[src/rtl/muldiv_sequencer_if.sv]
// Operand/result bundle between the control FSM and the multicycle MULT/DIV engine.
// The control FSM drives the request side; the engine drives status and results.
interface muldiv_sequencer_if #(
   parameter int unsigned WIDTH = 32
);
   logic             start;
   logic             op;
   logic [WIDTH-1:0] operand_a;
   logic [WIDTH-1:0] operand_b;
   logic             busy;
   logic             done;
   logic             div_zero;
   logic [WIDTH-1:0] hi;
   logic [WIDTH-1:0] lo;

   modport master (
      output start, op, operand_a, operand_b,
      input  busy, done, div_zero, hi, lo
   );

   modport slave (
      input  start, op, operand_a, operand_b,
      output busy, done, div_zero, hi, lo
   );
endinterface

[src/rtl/muldiv_sequencer.sv]
// Multicycle signed MULT/DIV engine: shift-add multiply or restoring divide on
// operand magnitudes over WIDTH cycles, signs applied in a single FINISH cycle.
module muldiv_sequencer #(
   parameter int unsigned WIDTH = 32
) (
   input logic              clock,
   input logic              reset,
   muldiv_sequencer_if.slave bus
);
   localparam int unsigned PW = 2 * WIDTH;
   localparam int unsigned RW = WIDTH + 1;
   localparam int unsigned CW = $clog2(WIDTH + 1);
   localparam int unsigned IW = $clog2(WIDTH);

   typedef enum logic [1:0] {IDLE, MULT, DIV, FINISH} state_t;

   state_t           state, state_next;
   logic [CW-1:0]    cnt_q, cnt_d;
   logic [WIDTH-1:0] a_mag_q, a_mag_d;
   logic [WIDTH-1:0] b_mag_q, b_mag_d;
   logic             sign_a_q, sign_a_d;
   logic             sign_b_q, sign_b_d;
   logic             op_div_q, op_div_d;
   logic             zero_q, zero_d;
   logic [PW-1:0]    prod_q, prod_d;
   logic [WIDTH-1:0] rem_q, rem_d;
   logic [WIDTH-1:0] quo_q, quo_d;
   logic             busy_q, busy_d;
   logic             done_q, done_d;
   logic             dz_q, dz_d;
   logic [WIDTH-1:0] hi_q, hi_d;
   logic [WIDTH-1:0] lo_q, lo_d;

   logic [WIDTH-1:0] in_a_mag, in_b_mag;
   logic             last_iter;
   logic [PW-1:0]    mult_add;
   logic [RW-1:0]    rem_sh, rem_diff;
   logic [PW-1:0]    prod_signed;
   logic [WIDTH-1:0] quo_signed, rem_signed;

   // Magnitudes: |MIN| naturally lands on 2^(WIDTH-1) as an unsigned value
   assign in_a_mag  = bus.operand_a[WIDTH-1] ? -bus.operand_a : bus.operand_a;
   assign in_b_mag  = bus.operand_b[WIDTH-1] ? -bus.operand_b : bus.operand_b;
   assign last_iter = (cnt_q == CW'(WIDTH - 1));
   assign mult_add  = PW'(a_mag_q) << cnt_q[IW-1:0];

   // Restoring step: dividend bits shift in MSB-first from the quotient register
   assign rem_sh    = {rem_q, quo_q[WIDTH-1]};
   assign rem_diff  = rem_sh - {1'b0, b_mag_q};

   assign prod_signed = (sign_a_q ^ sign_b_q) ? -prod_q : prod_q;
   assign quo_signed  = (sign_a_q ^ sign_b_q) ? -quo_q  : quo_q;
   assign rem_signed  = sign_a_q ? -rem_q : rem_q;

   always_ff @(posedge clock) begin
      if (reset) begin
         state    <= IDLE;
         cnt_q    <= '0;
         a_mag_q  <= '0;
         b_mag_q  <= '0;
         sign_a_q <= 1'b0;
         sign_b_q <= 1'b0;
         op_div_q <= 1'b0;
         zero_q   <= 1'b0;
         prod_q   <= '0;
         rem_q    <= '0;
         quo_q    <= '0;
         busy_q   <= 1'b0;
         done_q   <= 1'b0;
         dz_q     <= 1'b0;
         hi_q     <= '0;
         lo_q     <= '0;
      end else begin
         state    <= state_next;
         cnt_q    <= cnt_d;
         a_mag_q  <= a_mag_d;
         b_mag_q  <= b_mag_d;
         sign_a_q <= sign_a_d;
         sign_b_q <= sign_b_d;
         op_div_q <= op_div_d;
         zero_q   <= zero_d;
         prod_q   <= prod_d;
         rem_q    <= rem_d;
         quo_q    <= quo_d;
         busy_q   <= busy_d;
         done_q   <= done_d;
         dz_q     <= dz_d;
         hi_q     <= hi_d;
         lo_q     <= lo_d;
      end
   end

   always_comb begin
      state_next = state;
      cnt_d      = cnt_q;
      a_mag_d    = a_mag_q;
      b_mag_d    = b_mag_q;
      sign_a_d   = sign_a_q;
      sign_b_d   = sign_b_q;
      op_div_d   = op_div_q;
      zero_d     = zero_q;
      prod_d     = prod_q;
      rem_d      = rem_q;
      quo_d      = quo_q;
      busy_d     = busy_q;
      done_d     = 1'b0;
      dz_d       = 1'b0;
      hi_d       = hi_q;
      lo_d       = lo_q;

      unique case (state)
         IDLE: begin
            if (bus.start) begin
               a_mag_d  = in_a_mag;
               b_mag_d  = in_b_mag;
               sign_a_d = bus.operand_a[WIDTH-1];
               sign_b_d = bus.operand_b[WIDTH-1];
               op_div_d = bus.op;
               zero_d   = bus.op && (bus.operand_b == '0);
               cnt_d    = '0;
               prod_d   = '0;
               rem_d    = '0;
               quo_d    = in_a_mag;
               busy_d   = 1'b1;
               if (!bus.op)                     state_next = MULT;
               else if (bus.operand_b == '0)    state_next = FINISH;
               else                             state_next = DIV;
            end
         end
         MULT: begin
            if (b_mag_q[cnt_q[IW-1:0]]) prod_d = prod_q + mult_add;
            cnt_d = cnt_q + CW'(1);
            if (last_iter) state_next = FINISH;
         end
         DIV: begin
            if (!rem_diff[WIDTH]) begin
               rem_d = rem_diff[WIDTH-1:0];
               quo_d = {quo_q[WIDTH-2:0], 1'b1};
            end else begin
               rem_d = rem_sh[WIDTH-1:0];
               quo_d = {quo_q[WIDTH-2:0], 1'b0};
            end
            cnt_d = cnt_q + CW'(1);
            if (last_iter) state_next = FINISH;
         end
         FINISH: begin
            done_d     = 1'b1;
            busy_d     = 1'b0;
            state_next = IDLE;
            if (zero_q) begin
               dz_d = 1'b1;
            end else if (op_div_q) begin
               hi_d = rem_signed;
               lo_d = quo_signed;
            end else begin
               hi_d = prod_signed[PW-1:WIDTH];
               lo_d = prod_signed[WIDTH-1:0];
            end
         end
         default: state_next = IDLE;
      endcase
   end

   assign bus.busy     = busy_q;
   assign bus.done     = done_q;
   assign bus.div_zero = dz_q;
   assign bus.hi       = hi_q;
   assign bus.lo       = lo_q;
endmodule

[src/flat_wrapper.sv]
// flat-port wrapper written by rule: the top's interface ports become plain ports
module muldiv_sequencer_flat 
#(
   parameter int unsigned WIDTH = 32
)
  (clock, reset, bus_start, bus_op, bus_operand_a, bus_operand_b, bus_busy, bus_done, bus_div_zero, bus_hi, bus_lo);
  muldiv_sequencer_if #(.WIDTH(WIDTH)) bus_i ();
  input logic clock;
  input logic reset;
  input wire logic [$bits(bus_i.start)-1:0] bus_start;
  input wire logic [$bits(bus_i.op)-1:0] bus_op;
  input wire logic [$bits(bus_i.operand_a)-1:0] bus_operand_a;
  input wire logic [$bits(bus_i.operand_b)-1:0] bus_operand_b;
  output wire logic [$bits(bus_i.busy)-1:0] bus_busy;
  output wire logic [$bits(bus_i.done)-1:0] bus_done;
  output wire logic [$bits(bus_i.div_zero)-1:0] bus_div_zero;
  output wire logic [$bits(bus_i.hi)-1:0] bus_hi;
  output wire logic [$bits(bus_i.lo)-1:0] bus_lo;
  assign bus_i.start = bus_start;
  assign bus_i.op = bus_op;
  assign bus_i.operand_a = bus_operand_a;
  assign bus_i.operand_b = bus_operand_b;
  assign bus_busy = bus_i.busy;
  assign bus_done = bus_i.done;
  assign bus_div_zero = bus_i.div_zero;
  assign bus_hi = bus_i.hi;
  assign bus_lo = bus_i.lo;
  muldiv_sequencer #(.WIDTH(WIDTH)) u_core (.clock(clock), .reset(reset), .bus(bus_i));
endmodule
[config.mk]
export PLATFORM = sky130hd
export DESIGN_NAME = muldiv_sequencer_flat
export DESIGN_NICKNAME = d
export VERILOG_FILES = /design/src/rtl/muldiv_sequencer_if.sv /design/src/rtl/muldiv_sequencer.sv /design/src/flat_wrapper.sv
export SDC_FILE = /design/constraint.sdc
export NUM_CORES = 1
export LEC_CHECK = 0
export BUFFER_PORTS_ARGS = -buffer_cell sky130_fd_sc_hd__buf_2
export CAP_MARGIN = 15
export CORE_MARGIN = 3
export CORE_UTILIZATION = 54
export DETAILED_ROUTE_END_ITERATION = 12
export PLACE_DENSITY = 0.83
export SLEW_MARGIN = 25
export SYNTH_ARGS = -nofsm -noshare
export SYNTH_HDL_FRONTEND = slang
export SYNTH_SLANG_ARGS = --single-unit
[constraint.sdc]
create_clock -name clock -period 6.8 [get_ports clock]
set_input_delay 0.68 -clock clock [delete_from_list [all_inputs] [get_ports clock]]
set_output_delay 0.68 -clock clock [all_outputs]
set_load 0.005 [all_outputs]
==> impl_metrics.sql, run 1 <==
INSERT INTO impl_metrics (metric_group, metric, value, unit) VALUES
('setup_path', 'data_required_time_of_the_critical_path', '7.22', 'ns'),
('setup_path', 'critPathKind', 'reg -> reg', ''),
('die', 'floorplan.die_area', '41700', 'µm²'),
('synth', 'postSynthNetCount', '2926', ''),
('grt', 'grt_max_degree', '103', ''),
('clock_tree', 'post_cts_hold_buffer_count', '0', ''),
('synth', 'yosys-top-cells-count', '378 x nand2_1, 271 x a21oi_1, 271 x dfxtp_1, 208 x nor2_1, 159 x o21ai_0', ''),
('routing', 'finalWirelength', '69.4', 'mm'),
('synth', 'synth_enable_flop_cells', '0', ''),
('sta', 'finalHoldViolations', '0', ''),
('die', 'floorplan.io_pins', '135', ''),
('die', 'rows', '71', ''),
('final_layout', 'antennaDiodeCount', '0', ''),
('sta', 'total_negative_setup_slacks', '0', 'ns'),
('sta', 'min_period', '5.90', 'ns'),
('routing', 'detail_route.first_pass.iterations', '6', ''),
('clock_tree', 'tritoncts_clock_tree', 'done', ''),
('power', 'power.static_leakage', '0.00935', 'µW'),
('clock_tree', 'number_of_buffers_inserted_during_clock_tree_synthesis', '34', ''),
('synth', 'synth_area_in_compound_gates', '26.0', '%'),
('clock_tree', 'cts.repair_timing.setup_buffer_count', '0', ''),
('sta', 'max-slew-margin-rel', '29.3', '%'),
('routing', 'ant_nets', '0', ''),
('grt', 'via_count_of_the_first_global_routing_pass', '19500', ''),
('run_status', 'run_status', 'finished clean', ''),
('clock_tree', 'cts_max_path_buffers', '3', ''),
('setup_path', 'worst-endpoint-arrival', '6.32', 'ns'),
('grt', 'global_route.usage.met2', '52.4', '%'),
('routing', 'detailedRoute.firstIterationViolations', '2183', ''),
('synth', 'syn_area', '21200', 'µm²'),
('synth', 'syn-instance-count', '2751', ''),
('synth', 'yosys_register_bits', '271', ''),
('final_layout', 'final_nets', '2945', ''),
('final_layout', 'drive_above_1_share', '11.3', '%'),
('setup_path', 'worstPathMaxFanout', '35', ''),
('setup_path', 'setup.worst_path.start_class', 'flip-flop', ''),
('die', 'start_util', '55.6', '%'),
('grt', 'globalRouteTotalUtil', '32.2', '%'),
('synth', 'post_synthesis_share_of_cell_area_spent_on_and_or_nand_and_nor_gates', '18.0', '%'),
('placed_design', 'numPortBuffers', '134', ''),
('power', 'vdd_ir_drop_max', '0.202', 'mV'),
('setup_path', 'critPathLaunch', 'u_core.cnt_q[0]', ''),
('synth', 'yosys.cell_count.top_type', 'nand2_1', ''),
('setup_path', 'r2r_setup_slack', '0.90', 'ns'),
('synth', 'post-synth-top-area-fraction', '25.6', '%'),
('synth', 'combinational_family_with_the_most_area_after_synthesis', 'compound AO/OA/AOI/OAI gates', ''),
('sta', 'achievable-frequency', '0.170', 'GHz'),
('grt', 'met1_usage', '43.3', '%'),
('synth', 'yosysWarningCount', '0', ''),
('synth', 'post-synth-top-area-cell', 'dfxtp_1', ''),
('hold_path', 'worst_hold_path_type', 'in -> reg', ''),
('routing', 'drcViolationCount', '0', ''),
('synth', 'synth_async_sr_flop_share', '0', '%'),
('clock_tree', 'cts_root_buf', 'clkbuf_16', ''),
('setup_path', 'r2r_depth', '17', ''),
('sta', 'finalCritPeriodShare', '86.7', '%'),
('clock_tree', 'clkSlewWorstSetupHoldPaths', '0.06', 'ns'),
('clock_tree', 'htreeDepth', '2', ''),
('synth', 'yosysSeqAreaShare', '25.6', '%'),
('grt', 'grt.busiest_layer', 'met2', ''),
('sta', 'slew_at_the_pin_closest_to_its_max_slew_limit', '1.06', 'ns'),
('sta', 'worst_clock_skew', '0.0198', 'ns'),
('final_layout', 'post-route-cell-area', '23300', 'µm²'),
('synth', 'synth-adder-area-share', '6.38', '%'),
('grt', 'gr-usage-met3', '4.95', '%'),
('routing', 'route.vias.total', '21300', ''),
('sta', 'setup_viol', '0', ''),
('die', 'chipHeight', '204', 'µm'),
('routing', 'drt-vias-per-instance', '6.45', ''),
('synth', 'synth.area.mux_share', '8.45', '%'),
('clock_tree', 'clkLatencyLatePin', '0.54', 'ns');
[stage by stage]
stage          worst slack, ns  instances  util (%)  total power [µW]  hold WS, ns
3_3_place_gp              1.12       3244      58.0              5460        0.432
2_1_floorplan             1.09       2751         -              4600        0.432
6_report                 0.902       3301      61.0              7510        0.397
5_1_grt                  0.485       3301      61.0              7920        0.401
3_5_place_dp             0.999       3244      58.0              5540        0.438
4_1_cts                  0.955       3300      60.9              7430        0.386
[cell usage in the layout (no fill, tap or decap), types with 12 or more instances in the layout]
| master | instances |
|---|---|
| a21o_1 | 57 |
| o31ai_1 | 48 |
| a31oi_1 | 20 |
| xnor2_1 | 127 |
| dfxtp_1 | 267 |
| nand2_1 | 378 |
| nor3_1 | 26 |
| mux2i_1 | 78 |
| xor2_1 | 134 |
| o41ai_1 | 21 |
| o21ai_0 | 159 |
| a22o_1 | 47 |
| or3_1 | 38 |
| a211oi_1 | 75 |
| nand2b_1 | 20 |
| buf_4 | 29 |
| nor2b_1 | 18 |
| buf_2 | 133 |
| mux4_2 | 33 |
| nand3_1 | 48 |
| nor2_1 | 205 |
| or4_1 | 20 |
| clkbuf_16 | 34 |
| mux2_2 | 24 |
| and3_1 | 13 |
| ha_1 | 105 |
| o21bai_1 | 12 |
| nand4_1 | 27 |
| o211ai_1 | 66 |
| inv_1 | 77 |
| a21oi_1 | 270 |
| o22ai_1 | 18 |
[worst min path at each step]
stage	from	to	cells past startpoint	slack, ns
5_1_grt	bus_op	u_core.op_div_q	3	0.40
4_1_cts	bus_operand_b[0]	u_core.b_mag_q[0]	3	0.39
3_5_place_dp	u_core.bus.hi[20]	u_core.bus.hi[20]	2	0.44
3_3_place_gp	u_core.bus.hi[21]	u_core.bus.hi[21]	2	0.43
6_report	bus_operand_b[0]	u_core.b_mag_q[0]	3	0.40
2_1_floorplan	u_core.b_mag_q[15]	u_core.b_mag_q[15]	2	0.43
[worst max-delay path: stages (launching register included)]
cell	delay [ns]
dfxtp_2	0.94
mux4_2	0.62
mux2i_1	0.18
nor2_1	0.06
a31oi_1	0.30
nor2_1	0.11
ha_1	0.39
nand4_1	0.16
or4_1	0.42
a21oi_1	0.28
nor2_1	0.15
o21ai_0	0.37
a31oi_1	0.27
o21ai_0	0.51
a31oi_1	0.28
o41ai_1	0.44
xor2_1	0.11
a22o_1	0.18
[report_power, final]
part	internal (µW)	total, µW	switching, µW
combinational	1300	3470	2170
clock	1130	1870	738
sequential	1810	2170	367
total	4230	7510	3280
[registers in the layout (all words and copies together), names as in the netlist]
signal,count
u_core.a_mag_q,32
u_core.b_mag_q,32
u_core.bus.busy,1
u_core.bus.div_zero,1
u_core.bus.done,1
u_core.bus.hi,32
u_core.bus.lo,32
u_core.cnt_q,6
u_core.op_div_q,1
u_core.prod_q,64
u_core.quo_q,32
u_core.rem_q,32
u_core.sign_a_q,1
u_core.sign_b_q,1
u_core.state,2
u_core.zero_q,1
[cell type report]
class,instances,area [µm²]
clock buffers,39,890
flip-flops and latches,271,5430
repair buffers,164,922
fillers,3415,14900
clock inverters,17,241
inverters,80,300
well taps,511,639
multi-input cells,2219,14900
[layer usage]
metal,part of all wire [%],up-vias,wire (µm)
met5,0,-,0
met4,4.0,0,2760
met3,8.4,151,5860
met2,45,978,31500
met1,42,10200,29200
li1,-,10000,-
[cell families (layout without fill, tap and decap cells)]
| logic type | Yosys count | count (layout) |
|---|---|---|
| buffers and inverters | 261 | 300 |
| and+or+nand+nor | 848 | 848 |
| DFF | 271 | 271 |
| adders and majority gates | 107 | 107 |
| xor gates and xnor gates | 264 | 264 |
| muxes | 135 | 135 |
| AOI/OAI and AO/OA | 865 | 865 |
No activity file was read; power rests on OpenSTA's default activity.
==> inputs of run 2 (changes only) <==
--- a/config.mk
+++ b/config.mk
@@ -10,7 +10,7 @@
 export CORE_MARGIN = 3
 export CORE_UTILIZATION = 54
 export DETAILED_ROUTE_END_ITERATION = 12
-export PLACE_DENSITY = 0.83
+export PLACE_DENSITY = 0.86
 export SLEW_MARGIN = 25
 export SYNTH_ARGS = -nofsm -noshare
 export SYNTH_HDL_FRONTEND = slang
==> constraint.sdc (replaced) <==
create_clock -name clock -period 5.4 [get_ports clock]
set_input_delay 0.54 -clock clock [delete_from_list [all_inputs] [get_ports clock]]
set_output_delay 0.54 -clock clock [all_outputs]
set_load 0.005 [all_outputs]
==> run 2 against run 1 <==
Compared with the run above:
- clock skew down 0.0024 ns
- worst setup slack worse by 0.72 ns
- sequential cell count unchanged
- wire length down 1.7%
- register-to-register slack worse by 0.72 ns
- die area unchanged
- sequential power up 24%
- critical path depth up 2
- utilization down 0.10 points
- sequential share of layout area about the same
- first-iteration DRC count down 1.1%
- hold slack worse by 0.17 ns
- critical path type unchanged
==> impl_metrics.sql, run 2 (synthesis results as in run 1) <==
INSERT INTO impl_metrics (metric_group, metric, value, unit) VALUES
('run_status', 'run_status', 'finished clean', ''),
('routing', 'drcViolationCount', '0', ''),
('clock_tree', 'number_of_buffers_inserted_during_clock_tree_synthesis', '30', ''),
('clock_tree', 'tritoncts_clock_tree', 'done', ''),
('clock_tree', 'htreeDepth', '1', ''),
('grt', 'via_count_of_the_first_global_routing_pass', '19800', ''),
('final_layout', 'commonest_non_fill_non_tap_cell_in_the_layout', 'nand2_1', ''),
('sta', 'worst_clock_skew', '0.0174', 'ns'),
('routing', 'ant_nets', '0', ''),
('clock_tree', 'clkSlewWorstSetupHoldPaths', '0.06', 'ns'),
('final_layout', 'mostFrequentLayoutCells', '378 x nand2_1, 267 x a21oi_1, 267 x dfxtp_1', ''),
('routing', 'post_drt_wl_per_cell', '20.6', 'µm'),
('final_layout', 'largest_register_ff_count', '64', ''),
('sta', 'final_max_slew_viol_count', '0', ''),
('die', 'floorplan.die_area', '41700', 'µm²'),
('sta', 'grt_setup_unrepaired', 'no', ''),
('grt', 'wire_length_of_the_first_global_routing_pass', '107', 'mm'),
('final_layout', 'multi_input_combinational_cell_area', '14900', 'µm²'),
('die', 'placeableCoreArea', '38200', 'µm²'),
('routing', 'detailedRoute.firstIterationViolations', '2160', ''),
('final_layout', 'regArea', '5430', 'µm²'),
('setup_path', 'crit_path_cell_trace', 'buf_4, mux2_2, a21oi_1, nor2_1, a21oi_2, mux2_2, mux2i_1, ha_1, a21oi_1, o21ai_0, a31oi_1, o221ai_1, a41oi_2, a31oi_1, a21o_1, a31o_2, a311oi_1, xnor2_1, a22o_1', ''),
('routing', 'drt-vias-per-instance', '6.48', ''),
('clock_tree', 'clkSinkCount', '271', ''),
('sta', 'slew_at_the_pin_closest_to_its_max_slew_limit', '1.03', 'ns'),
('final_layout', 'top_reg_by_flops', 'u_core.prod_q', ''),
('setup_path', 'worstPathMaxFanout', '13', ''),
('run', 'drv_cap', '0', ''),
('routing', 'route.vias.total', '21400', ''),
('sta', 'max-slew-margin-rel', '31.4', '%'),
('placed_design', 'dpl_cell_area', '22300', 'µm²'),
('power', 'power.density_cell_area', '392', 'nW/µm²'),
('routing', 'finalWirelength', '68.2', 'mm'),
('clock_tree', 'cts_max_path_buffers', '3', ''),
('hold_path', 'worst_hold_path_type', 'in -> reg', ''),
('clock_tree', 'post_cts_hold_buffer_count', '0', ''),
('grt', 'antenna_found_initial', '0', ''),
('setup_path', 'category_of_the_worst_setup_path_capture_point', 'flip-flop', ''),
('final_layout', 'synthToLayoutAreaGrowth', '9.62', '%'),
('die', 'chipHeight', '204', 'µm'),
('grt', 'grt-ovfl-total', '0', ''),
('placed_design', 'post-dp-hpwl', '52.1', 'mm'),
('final_layout', 'final_nets', '2950', ''),
('setup_path', 'data_required_time_of_the_critical_path', '5.87', 'ns'),
('placed_design', 'numPortBuffers', '134', ''),
('grt', 'globalRouteTotalUtil', '31.4', '%'),
('setup_path', 'critPathKind', 'reg -> reg', ''),
('sta', 'finalHoldViolations', '0', ''),
('clock_tree', 'cts.repair_timing.setup_buffer_count', '0', ''),
('final_layout', 'final_core_utilization', '60.9', '%'),
('sta', 'setup_viol', '0', ''),
('clock_tree', 'clkLatencyLatePin', '0.59', 'ns'),
('routing', 'detail_route.first_pass.iterations', '8', ''),
('power', 'vdd_ir_drop_max', '0.277', 'mV'),
('final_layout', 'antennaDiodeCount', '0', ''),
('die', 'floorplan.io_pins', '135', ''),
('final_layout', 'fillers', '3380', ''),
('grt', 'grt_max_degree', '107', ''),
('final_layout', 'drive_above_1_share', '11.6', '%'),
('die', 'start_util', '55.6', '%'),
('final_layout', 'post-route-cell-area', '23300', 'µm²'),
('power', 'power.static_leakage', '0.00932', 'µW'),
('setup_path', 'max_stage_delay', '0.52', 'ns'),
('die', 'die_w', '204', 'µm'),
('sta', 'final.hold.worst_slack', '0.230', 'ns'),
('sta', 'finalCritPeriodShare', '96.6', '%'),
('setup_path', 'critical_path.slowest_cell', 'dfxtp_2', ''),
('sta', 'achievable-frequency', '0.192', 'GHz'),
('clock_tree', 'cts_root_buf', 'clkbuf_16', ''),
('die', 'rows', '71', ''),
('setup_path', 'worst-endpoint-arrival', '5.69', 'ns'),
('sta', 'min_period', '5.21', 'ns'),
('placed_design', 'gp_congestion', '1.04', ''),
('setup_path', 'setup.worst_path.start_class', 'flip-flop', ''),
('sta', 'total_negative_setup_slacks', '0', 'ns');
run 2: changes by cell type in the layout (fill, tap and decap cells not counted), moves of 2 or more:
cell       delta
buf_4         +5
a21oi_1       -3
inv_6         -2
clkbuf_8      +4
a21oi_2       +3
bufinv_16     -4
nor2_2        +2
buf_12        +2
clkbuf_16     -4
run 2: worst paths after layout:
kind / from / endpoint / slack (ns) / depth (start not counted)
setup / recovery: u_core.cnt_q[1] / u_core.prod_q[59] / 0.19 / 19
hold / removal: bus_op / u_core.op_div_q / 0.23 / 3
setup reg to reg: u_core.cnt_q[1] / u_core.prod_q[59] / 0.19 / 19
hold reg to reg: u_core.bus.hi[18] / u_core.bus.hi[18] / 0.45 / 2
run 2: worst max-delay path, delay by kind of cell (launching register included):
family / cells / cell delay (ns)
buffers and inverters: 1 / 0.28
XOR/XNOR: 1 / 0.11
AND/OR/NAND/NOR: 1 / 0.09
AO/OA/AOI/OAI: 12 / 2.94
flip-flops: 1 / 0.52
adder cells (fa/ha/maj): 1 / 0.41
multiplexers: 3 / 0.73
run 2: metrics by stage:
stage          std cells  total power, µW  setup WS, ns
4_1_cts             3303             8990        0.0952
5_1_grt             3304             9620        0.0284
6_report            3304             9120         0.186
2_1_floorplan       2751             5800         0.119
3_3_place_gp        3253             6860         0.221
3_5_place_dp        3253             6980         0.132
run 2: what timing repair did:
| action | 4_1_cts | 5_1_grt |
|---|---|---|
| endpoints found under the hold margin | 0 | 0 |
| resized for setup | 0 | 9 |
| setup endpoints to repair | 0 | 6 |
run 2: final cells by class:
class | count | share of cell area [%]
multi-input combinational | 2219 | 64.1
sequential | 271 | 23.3
timing repair buffer | 173 | 4.46
clock buffer | 40 | 3.65
tap | 511 | 2.75
inverter | 80 | 1.29
clock inverter | 10 | 0.419
run 2: where the power goes:
part / leakage (µW) / internal (µW) / total [µW] / switching, µW
Combinational: 0.00666 / 1670 / 4420 / 2750
Sequential: 0.00221 / 2280 / 2690 / 416
Clock: 0.000459 / 1140 / 2010 / 869
Total: 0.00932 / 5090 / 9120 / 4030
run 2: per-layer routing:
metal,up-vias,track usage [%],share of wire [%]
met4,0,13.3,5.0
met3,194,5.06,9.5
li1,9998,-,-
met5,-,0,0
met1,10100,40.9,40
met2,1119,51.7,45
